**src/rtl/pc_sequencer_pkg.sv**
```systemverilog
// rtl/pc_sequencer_pkg.sv - shared widths, timeout default and FSM state encodings
package pc_sequencer_pkg;

    localparam int DEF_WORD_SIZE     = 32;
    localparam int DEF_MEM_ADDR_SIZE = 16;
    localparam int DEF_FETCH_TIMEOUT = 16;

    typedef enum logic [2:0] {
        ST_IDLE    = 3'd0,
        ST_RESETPC = 3'd1,
        ST_FETCH   = 3'd2,
        ST_EXECUTE = 3'd3,
        ST_UPDATE  = 3'd4,
        ST_HALTED  = 3'd5,
        ST_FAULT   = 3'd6
    } state_t;

endpackage

```
**src/rtl/fetch_watchdog.sv**
```systemverilog
// rtl/fetch_watchdog.sv - 8-bit fetch wait counter with clear, increment and expiry flag
module fetch_watchdog #(
    parameter int TIMEOUT = 16
) (
    input  logic clock,
    input  logic reset_n,
    input  logic clear,
    input  logic increment,
    output logic expired
);

    logic [7:0] count;

    // Count stalled fetch cycles; clear wins so every FETCH entry starts at zero
    always_ff @(posedge clock) begin
        if (!reset_n) begin
            count <= 8'd0;
        end else if (clear) begin
            count <= 8'd0;
        end else if (increment) begin
            count <= count + 8'd1;
        end
    end

    // Expired means the current stalled cycle is the last one allowed
    assign expired = (count == 8'(TIMEOUT - 1));

endmodule

```
**src/rtl/pc_sequencer.sv**
```systemverilog
// rtl/pc_sequencer.sv - fetch/execute/update control FSM driving the program counter
module pc_sequencer
    import pc_sequencer_pkg::*;
#(
    parameter int WORD_SIZE     = DEF_WORD_SIZE,
    parameter int MEM_ADDR_SIZE = DEF_MEM_ADDR_SIZE,
    parameter int FETCH_TIMEOUT = DEF_FETCH_TIMEOUT
) (
    input  logic                     clock,
    input  logic                     reset_n,
    input  logic                     start,
    input  logic [MEM_ADDR_SIZE-1:0] pc_addr,
    output logic                     pc_reset_enable,
    output logic                     pc_update_enable,
    output logic [WORD_SIZE-1:0]     pc_offset,
    output logic                     fetch_req,
    output logic [MEM_ADDR_SIZE-1:0] fetch_addr,
    input  logic                     fetch_ready,
    input  logic [WORD_SIZE-1:0]     fetch_data,
    output logic [WORD_SIZE-1:0]     instr,
    output logic                     instr_valid,
    input  logic                     exec_done,
    input  logic                     branch_taken,
    input  logic [WORD_SIZE-1:0]     branch_offset,
    input  logic                     halt,
    output logic [WORD_SIZE-1:0]     retired,
    output logic                     fault,
    output logic [2:0]               state
);

    state_t state_q;
    state_t state_d;
    logic   wd_expired;
    logic   retire;

    fetch_watchdog #(
        .TIMEOUT (FETCH_TIMEOUT)
    ) u_fetch_watchdog (
        .clock     (clock),
        .reset_n   (reset_n),
        .clear     ((state_q != ST_FETCH) || fetch_ready),
        .increment ((state_q == ST_FETCH) && !fetch_ready),
        .expired   (wd_expired)
    );

    // State register; reset overrides any in-flight fetch or execute
    always_ff @(posedge clock) begin
        if (!reset_n) begin
            state_q <= ST_IDLE;
        end else begin
            state_q <= state_d;
        end
    end

    // Next-state decode; each state only looks at the inputs that belong to it
    always_comb begin
        state_d = state_q;
        case (state_q)
            ST_IDLE:    if (start) state_d = ST_RESETPC;
            ST_RESETPC: state_d = ST_FETCH;
            ST_FETCH: begin
                if (fetch_ready)     state_d = ST_EXECUTE;
                else if (wd_expired) state_d = ST_FAULT;
            end
            ST_EXECUTE: begin
                if (exec_done) state_d = halt ? ST_HALTED : ST_UPDATE;
            end
            ST_UPDATE:  state_d = ST_FETCH;
            ST_HALTED:  if (start) state_d = ST_RESETPC;
            ST_FAULT:   state_d = ST_FAULT;
            default:    state_d = ST_IDLE;
        endcase
    end

    // Control strobes decoded from the registered state only
    always_comb begin
        pc_reset_enable  = (state_q == ST_RESETPC);
        pc_update_enable = (state_q == ST_UPDATE);
        fetch_req        = (state_q == ST_FETCH);
        fetch_addr       = (state_q == ST_FETCH) ? pc_addr : '0;
        fault            = (state_q == ST_FAULT);
        state            = state_q;
    end

    // A halting instruction retires in EXECUTE, every other one in UPDATE
    assign retire = (state_q == ST_UPDATE) ||
                    ((state_q == ST_EXECUTE) && exec_done && halt);

    // Datapath: instruction latch, valid pulse, offset latch, saturating retire count
    always_ff @(posedge clock) begin
        if (!reset_n) begin
            instr       <= '0;
            instr_valid <= 1'b0;
            pc_offset   <= '0;
            retired     <= '0;
        end else begin
            instr_valid <= (state_q == ST_FETCH) && fetch_ready;
            if ((state_q == ST_FETCH) && fetch_ready) begin
                instr <= fetch_data;
            end
            if ((state_q == ST_EXECUTE) && exec_done && !halt) begin
                pc_offset <= branch_taken ? branch_offset : WORD_SIZE'(1);
            end
            if (retire && (retired != '1)) begin
                retired <= retired + WORD_SIZE'(1);
            end
        end
    end

endmodule

```
**config.mk**
```make
export PLATFORM = sky130hd
export DESIGN_NAME = pc_sequencer
export DESIGN_NICKNAME = d
export VERILOG_FILES = /design/src/rtl/pc_sequencer_pkg.sv /design/src/rtl/fetch_watchdog.sv /design/src/rtl/pc_sequencer.sv
export SDC_FILE = /design/constraint.sdc
export NUM_CORES = 1
export LEC_CHECK = 0
export CORE_MARGIN = 1.5
export CORE_UTILIZATION = 42
export DETAILED_ROUTE_END_ITERATION = 10
export PLACE_DENSITY = 0.81
export SKIP_CTS_REPAIR_TIMING = 1
export SYNTH_ARGS = -nofsm -noshare
export SYNTH_HDL_FRONTEND = slang
export SYNTH_SLANG_ARGS = --single-unit
```
**constraint.sdc**
```tcl
create_clock -name clock -period 2.77 [get_ports clock]
set_clock_uncertainty 0.15 [all_clocks]
set_input_delay 0.554 -clock clock [delete_from_list [all_inputs] [get_ports clock]]
set_output_delay 0.554 -clock clock [all_outputs]
set_load 0.02 [all_outputs]
```
Yosys cells after proc, flatten, opt, wreduce, memory -nomap -nowiden:

Index checks and enable logic that the tools add are counted.

* register bits after elaboration: 108
* output and inout bits: 120
* logic and storage cells: 44

* add/subtract/negate cells: 2
* eq/ne operators: 12
* mux-type cells: 8
* bitwise operators: 1
* reductions and logical operators: 15

Operator list (count)
* adder 32 x 1 -> 32 bit (second input constant): 1
* 2-to-1 mux 32 bit: 1
* inequality test 32 bit (second input constant): 1
* 2-to-1 mux 16 bit: 1
* one-hot mux 3 bit (5 select lines): 1
* 2-to-1 mux 3 bit: 4
* equality test 3 bit (second input constant): 3
* adder 8 x 1 -> 8 bit (second input constant): 1
* equality test 8 x 4 -> 1 bit (second input constant): 1
* equality test 3 x 2 -> 1 bit (second input constant): 2
* logical AND 1 bit: 6
* OR reduction 2 bit: 3
* equality test 3 x 1 -> 1 bit (second input constant): 1
* logical NOT 3 bit: 1
* inequality test 3 x 1 -> 1 bit (second input constant): 1
* inequality test 3 x 2 -> 1 bit (second input constant): 1
* AND reduction 3 bit: 1
* logical NOT 1 bit: 2
* logical OR 1 bit: 2
* inequality test 2 x 1 -> 1 bit (second input constant): 1
* inequality test 2 bit (second input constant): 1
* 2-to-1 mux 1 bit: 1
* NOT 1 bit: 1

Depth between registers and ports, before layout:

Gate-level depths: netlist (run 1).

* word-level depth: 5
* gate-level depth with buffers: 8

By module:

Synthesis (run 1) repeated with hierarchy kept, for this count alone.

* cell total of the unflattened synthesis: 566
* area, all modules: 4610.7 um^2

Modules (own cells, without submodules)
* pc_sequencer: times used 1, cells an instance 526, area an instance 4250.3 um^2, seq. area each 2001.9 um^2
* fetch_watchdog: times used 1, cells an instance 40, area an instance 360.3 um^2, seq. area each 160.2 um^2

Worst setup path before layout (run 1):

No wires, ideal clock.

* path type: reg-to-output
* from: register state_q[1], in the netlist state[1]
* to: output port fetch_addr[10]
* arrival: 1853 ps
* required time: 2066 ps
* path slack: 213 ps
* stages on the path, launching flop included: 5
* buffers on the path: 2
* cell sequence: dfxtp_1 buf_2 nor3b_1 clkbuf_1 and2_1

* word-level cells in the longest chain between the ends: 2

Ends and longest elaborated chain
* start: declaration: RTL line pc_sequencer.sv:31 `state_t state_q;`
* start signal: assignment: RTL line pc_sequencer.sv:51 `state_q <= state_d;`
* equality test 3 x 2 -> 1 bit
* via fetch_req: RTL line pc_sequencer.sv:16 `output logic fetch_req,`
* 2-to-1 mux 16 bit: RTL line pc_sequencer.sv:80 `fetch_addr = (state_q == ST_FETCH) ? pc_addr : '0;`
* end: declaration: RTL line pc_sequencer.sv:17 `output logic [MEM_ADDR_SIZE-1:0] fetch_addr,`

The timed path passes the listed nets, and every way through them passes these cells.

Worst setup path after layout (run 1):

* from: register state_q[1], in the netlist state[1]
* to: output port fetch_addr[15]

* word-level cells in the longest chain between the ends: 2

Ends and longest elaborated chain (RTL line)
* equality test 3 x 2 -> 1 bit: pc_sequencer.sv:80
* 2-to-1 mux 16 bit: pc_sequencer.sv:80

Every way passes these cells.

==> results of run 1 <==
==> cell usage in the layout, fill, tap and decap left out, drive strengths merged, types with 2 or more instances in the layout <==
cell type,instances
dlymetal6s2s,13
nand3b,2
o31ai,12
o21ai,15
nor3,4
nor2b,2
nand2,115
mux2i,2
nor3b,5
or3,15
a211oi,2
nor2,23
clkinv,3
a31oi,2
dfxtp,108
and4,4
or4b,2
or4,13
nand2b,3
clkdlybuf4s50,193
clkbuf,11
xnor2,4
xor2,5
nor4,4
buf,17
and2,22
a21oi,89
nand4,10
nand3,43
ha,2
and3,3
inv,9
==> final cells by class <==
class	instances	area (um^2)	area share, %
tap	140	175	2.49
multi-input combinational	416	2250	31.9
inverter	7	26.3	0.373
timing repair buffer	223	2250	31.9
clock buffer	11	141	2.01
clock inverter	5	43.8	0.621
sequential	108	2170	30.8
==> metrics by stage <==
step,setup TNS [ns],cells,worst slack (ns),instance area [um^2]
after floorplan,0,571,0.213,4600
final,0,910,0.116,7050
after CTS,-1.48,910,-0.150,7010
after global placement,0,894,0.154,6820
after global routing,0,910,0.00656,7050
after detailed placement,0,894,0.137,6820
==> synthesized netlist by cell type (4+ instances only) <==
cell	count
clkbuf_1	30
nand3_1	43
dfxtp_1	108
nor2_1	23
o21ai_0	15
o31ai_1	12
xor2_1	5
or4_1	13
inv_1	6
nand4_1	9
and4_1	4
xnor2_1	4
buf_2	6
and2_1	21
nor3_1	4
a21oi_1	89
or3_1	13
nand2_1	115
==> how the worst max path moves through the flow <==
stage,from,end,slack [ns]
2_1_floorplan,state[1],fetch_addr[10],0.21
3_3_place_gp,exec_done,retired[27],0.15
3_5_place_dp,exec_done,retired[27],0.14
4_1_cts,state[1],fetch_addr[2],-0.15
5_1_grt,state[1],fetch_addr[8],0.007
6_report,state[1],fetch_addr[15],0.12
==> critical path: cells and delay by family, from the launching register on <==
| family | cells | cell delay (ns) |
|---|---|---|
| buffers and inverters | 2 | 0.81 |
| DFF | 1 | 0.42 |
| and+or+nand+nor | 2 | 0.34 |
==> power by group through the flow <==
stage	registers [mW]	logic [mW]	clock network (mW)
finish	1.75	1.20	0.913
global route	1.76	1.30	1.00
CTS	1.74	1.22	0.946
detailed placement	1.78	1.21	0
global placement	1.77	1.18	0
floorplan	1.86	0.530	0
==> registers in the layout, summed over array words and instances (netlist names) <==
name	count
instr	32
pc_offset	32
retired	32
u_fetch_watchdog.count	8
state	3
instr_valid	1
==> routing by layer <==
metal  GRT usage (%)  routed length (um)  up-vias
met3            6.30                 999       27
met5               0                   0        -
li1                -                   -     2380
met2            40.1                6800      188
met4            11.1                 372        0
met1            26.6                5530     2280
==> kinds of logic (layout without fill, tap and decap cells) <==
family	Yosys count	after routing	share of synthesized area (%)
adders and majority gates	2	2	0.544
xor gates and xnor gates	9	9	1.71
and+or+nand+nor	273	273	30.3
buffers and inverters	47	246	4.16
AOI/OAI and AO/OA	130	130	15.9
DFF	108	108	47.0
muxes	2	2	0.435
==> results.toml, run 1 <==
[floorplanning]
std_cell_rows = 38
start_util_pct = 42.8
ios = 207
die_w_um = 108
die_area_um2 = 11600
coreArea_um2 = 10700
dieHeight_um = 108

[hold_path]
min_path_type = "register to register"
min_from = "pc_offset[30]"
whs_endpoint = "pc_offset[30]"
hold_depth = 2

[global_route]
grt_max_degree = 51
grt_pass1_wl_um = 21500
grt_antenna_before_repair = 0
overflow = 0
first_global_vias = 4628
grt.total_usage_pct = 23.3

[sta]
setup_viol = 0
worst_pin_slew_ns = 0.554
min_period_over_period_pct = 95.8
maxSlewHeadroom_pct = 62.9
worst_hold_slack_ns = 0.304
rsz0062_at_grt = "false"
timing_hold_violations_final = 0
fin_crit_ns = 2.65
finalMaxSlewViolations = 0
fmax_mhz = 377

[clocking]
clock_sinks = 108
cts.clk_slew.worst_paths_ns = 0.10
cts_buffers = 9
clkLatencyLatePin_ns = 0.38
cts_root_buf = "clkbuf_8"
cts_tree = "yes"
clk_path_buf_depth = 2
cts_max_level = 3

[place]
gp_congestion = 0.862
port-buffer-count = 206
dp_hpwl_um = 10000

[drt]
route.detailed.drc = 0
drtAntennaViolNets = 0
routed_via_density = 5.36
vias = 4875
drt-total-wl_um = 13700
drtIter0Drc = 269
wire_per_inst_um = 15.1
dr.pass1.iters = 4

[final_layout]
drive_gt1_share_pct = 5.97
antenna_cells = 0
nets = 854
fillers = 910
fin_util_pct = 65.6
area_growth_pct = 53.2

[setup_path]
cp.arrival_ns = 1.95
slowest_stage = "clkdlybuf4s50_1"
critical-path-max-stage-delay_ns = 0.60
path_class = "register to output pin"
start_kind = "register"
r2r_start = "retired[0]"
cp_cell_sequence = "nor3b_1 > buf_4 > and2_1 > clkdlybuf4s50_1"
rrSetupSlack_ns = 0.34
end_kind = "output pin"
required_ns = 2.07
reg2reg_to = "retired[22]"
reg2regPathDepth = 6
crit_path_max_fanout = 19

[run_status]
status = "complete, no violations"

[synthesis]
synth_warnings = 0
synth.distinct_cells = 50
synth.area.top_cells = "dfxtp_1, a21oi_1, nand2_1"
synth_top_area_share_pct = 47.0
synthCells = 571
synth.net_count = 660
yosysTopAreaCell = "dfxtp_1"
async_reset_ff_share_pct = 0
synth-edff-count = 0
ys_seq_area_share_pct = 47.0
ys_ff_latch = 108
avgSynthCellArea_um2 = 8.06
synth_flop_cell = "dfxtp_1"
netlist_area_um2 = 4600

[pwr]
leakagePower_nw = 2.53
ir_drop_v = 0.000583
powerDensity_nw_per_um2 = 548
p_int_mw = 2.59
power.total_mw = 3.86
clock_power_share_pct = 23.6
sequentialPowerShare_pct = 45.2
switching_share_pct = 33.0
combPwrFrac_pct = 31.2
switching_power_mw = 1.28

[run]
max-cap-violations = 0
(Power assumes the default switching activity.)
==> inputs of run 2 (changes only) <==
Settings changed: CAP_MARGIN set to 40.
Clock period 2.77 ns to 2.85 ns, I/O delays scaled along.
==> results.toml, run 2 (synthesis gave the netlist of run 1 again) <==
[place]
dp_slack_ns = 0.194
place_area_um2 = 6790
dp_hpwl_um = 9830
port-buffer-count = 206
gp_congestion = 0.811

[global_route]
overflow = 0
grt_pass1_wl_um = 21100
first_global_vias = 4535
grt_antenna_before_repair = 0
grt.total_usage_pct = 22.7
grt_max_degree = 45

[pwr]
p_int_mw = 2.58
sequentialPowerShare_pct = 44.7
leakagePower_nw = 2.41
powerDensity_nw_per_um2 = 543
combPwrFrac_pct = 30.5
switching_power_mw = 1.24
ir_drop_v = 0.000399
power.total_mw = 3.82
clock_power_share_pct = 24.8
switching_share_pct = 32.5

[hold_path]
min_path_type = "register to register"

[setup_path]
cp_num_buf_inv = 2
start_kind = "register"
cp.arrival_ns = 2.05
slowest_stage = "clkdlybuf4s50_1"
critical-path-max-stage-delay_ns = 0.61
path_class = "register to output pin"
end_kind = "output pin"
cp_cell_sequence = "nor3b_2 > buf_4 > and2_1 > clkdlybuf4s50_1"
required_ns = 2.13
critPathTopFamily = "buffers and inverters"
crit_path_max_fanout = 12
rrSetupSlack_ns = 0.36

[drt]
vias = 4893
wire_per_inst_um = 14.9
dr.pass1.iters = 4
drtAntennaViolNets = 0
drtIter0Drc = 330
drt-total-wl_um = 13500
route.detailed.drc = 0
routed_via_density = 5.39

[final_layout]
final_common_cell = "clkdlybuf4s50_1"
area_growth_pct = 52.9
final_area_um2 = 7030
final_cell_mix = "clkdlybuf4s50_1, nand2_1, dfxtp_1"
seq_area_um2 = 2170
drive_gt1_share_pct = 5.87
multiInputGateArea_um2 = 2250
nets = 851
fillers = 886
antenna_cells = 0
fin_util_pct = 65.5
top_regs = "instr x32, pc_offset x32, retired x32"

[floorplanning]
ios = 207
die_area_um2 = 11600
dieHeight_um = 108
std_cell_rows = 38
die_w_um = 108
start_util_pct = 42.8
coreArea_um2 = 10700

[clocking]
clock_sinks = 108
clkLatencyLatePin_ns = 0.37
cts_max_level = 3
cts.clk_slew.worst_paths_ns = 0.10
cts_buffers = 9
cts_tree = "yes"
cts_root_buf = "clkbuf_8"
clk_path_buf_depth = 2

[run]
max-cap-violations = 0

[sta]
maxSlewHeadroom_pct = 64.5
rsz0062_at_grt = "false"
fmax_mhz = 361
timing.final.ws_setup_ns = 0.0803
setup_viol = 0
min_period_over_period_pct = 97.2
timing_hold_violations_final = 0
setup-tns-final_ns = 0
fin_crit_ns = 2.77
worst_pin_slew_ns = 0.532
finalMaxSlewViolations = 0

[run_status]
status = "complete, no violations"
==> run 2: layout make-up <==
| type | count | share of cell area, % |
|---|---|---|
| Sequential cell | 108 | 30.8 |
| Timing Repair Buffer | 220 | 31.5 |
| Inverter | 7 | 0.374 |
| Tap cell | 140 | 2.49 |
| Multi-Input combinational cell | 416 | 32.0 |
| Clock buffer | 9 | 1.76 |
| Clock inverter | 7 | 1.09 |
==> run 2: tightest hold or removal path, stage by stage (launching register included) <==
cell	delay [ns]
dfxtp_1	0.32
nand2_1	0.05
a21oi_1	0.05
==> run 2: layer usage <==
metal,vias up,track usage (%),wire length (um)
li1,2370,-,-
met1,2301,27.5,5590
met2,195,38.8,6630
met3,27,5.33,964
met4,0,9.30,321
met5,-,0,0
==> run 2: power groups by stage <==
stage	clock network (mW)	registers (mW)	logic, mW
4_1_cts	0.967	1.70	1.16
3_3_place_gp	0	1.73	1.13
6_report	0.947	1.71	1.16
3_5_place_dp	0	1.73	1.15
5_1_grt	1.02	1.72	1.25
2_1_floorplan	0	1.80	0.515
==> run 2: worst paths after layout <==
kind / from / to / cells past startpoint
worst max register to register: state[0] / retired[27] / 5
worst min register to register: pc_offset[30] / pc_offset[30] / 2
worst min-delay path: pc_offset[30] / pc_offset[30] / 2
worst max-delay path: state[0] / fetch_addr[2] / 4
==> run 2: stage by stage <==
| step | hold slack, ns | cells |
|---|---|---|
| floorplan | 0.268 | 571 |
| global placement | 0.279 | 890 |
| detailed placement | 0.292 | 890 |
| CTS | 0.307 | 906 |
| global route | 0.325 | 907 |
| finish | 0.305 | 907 |
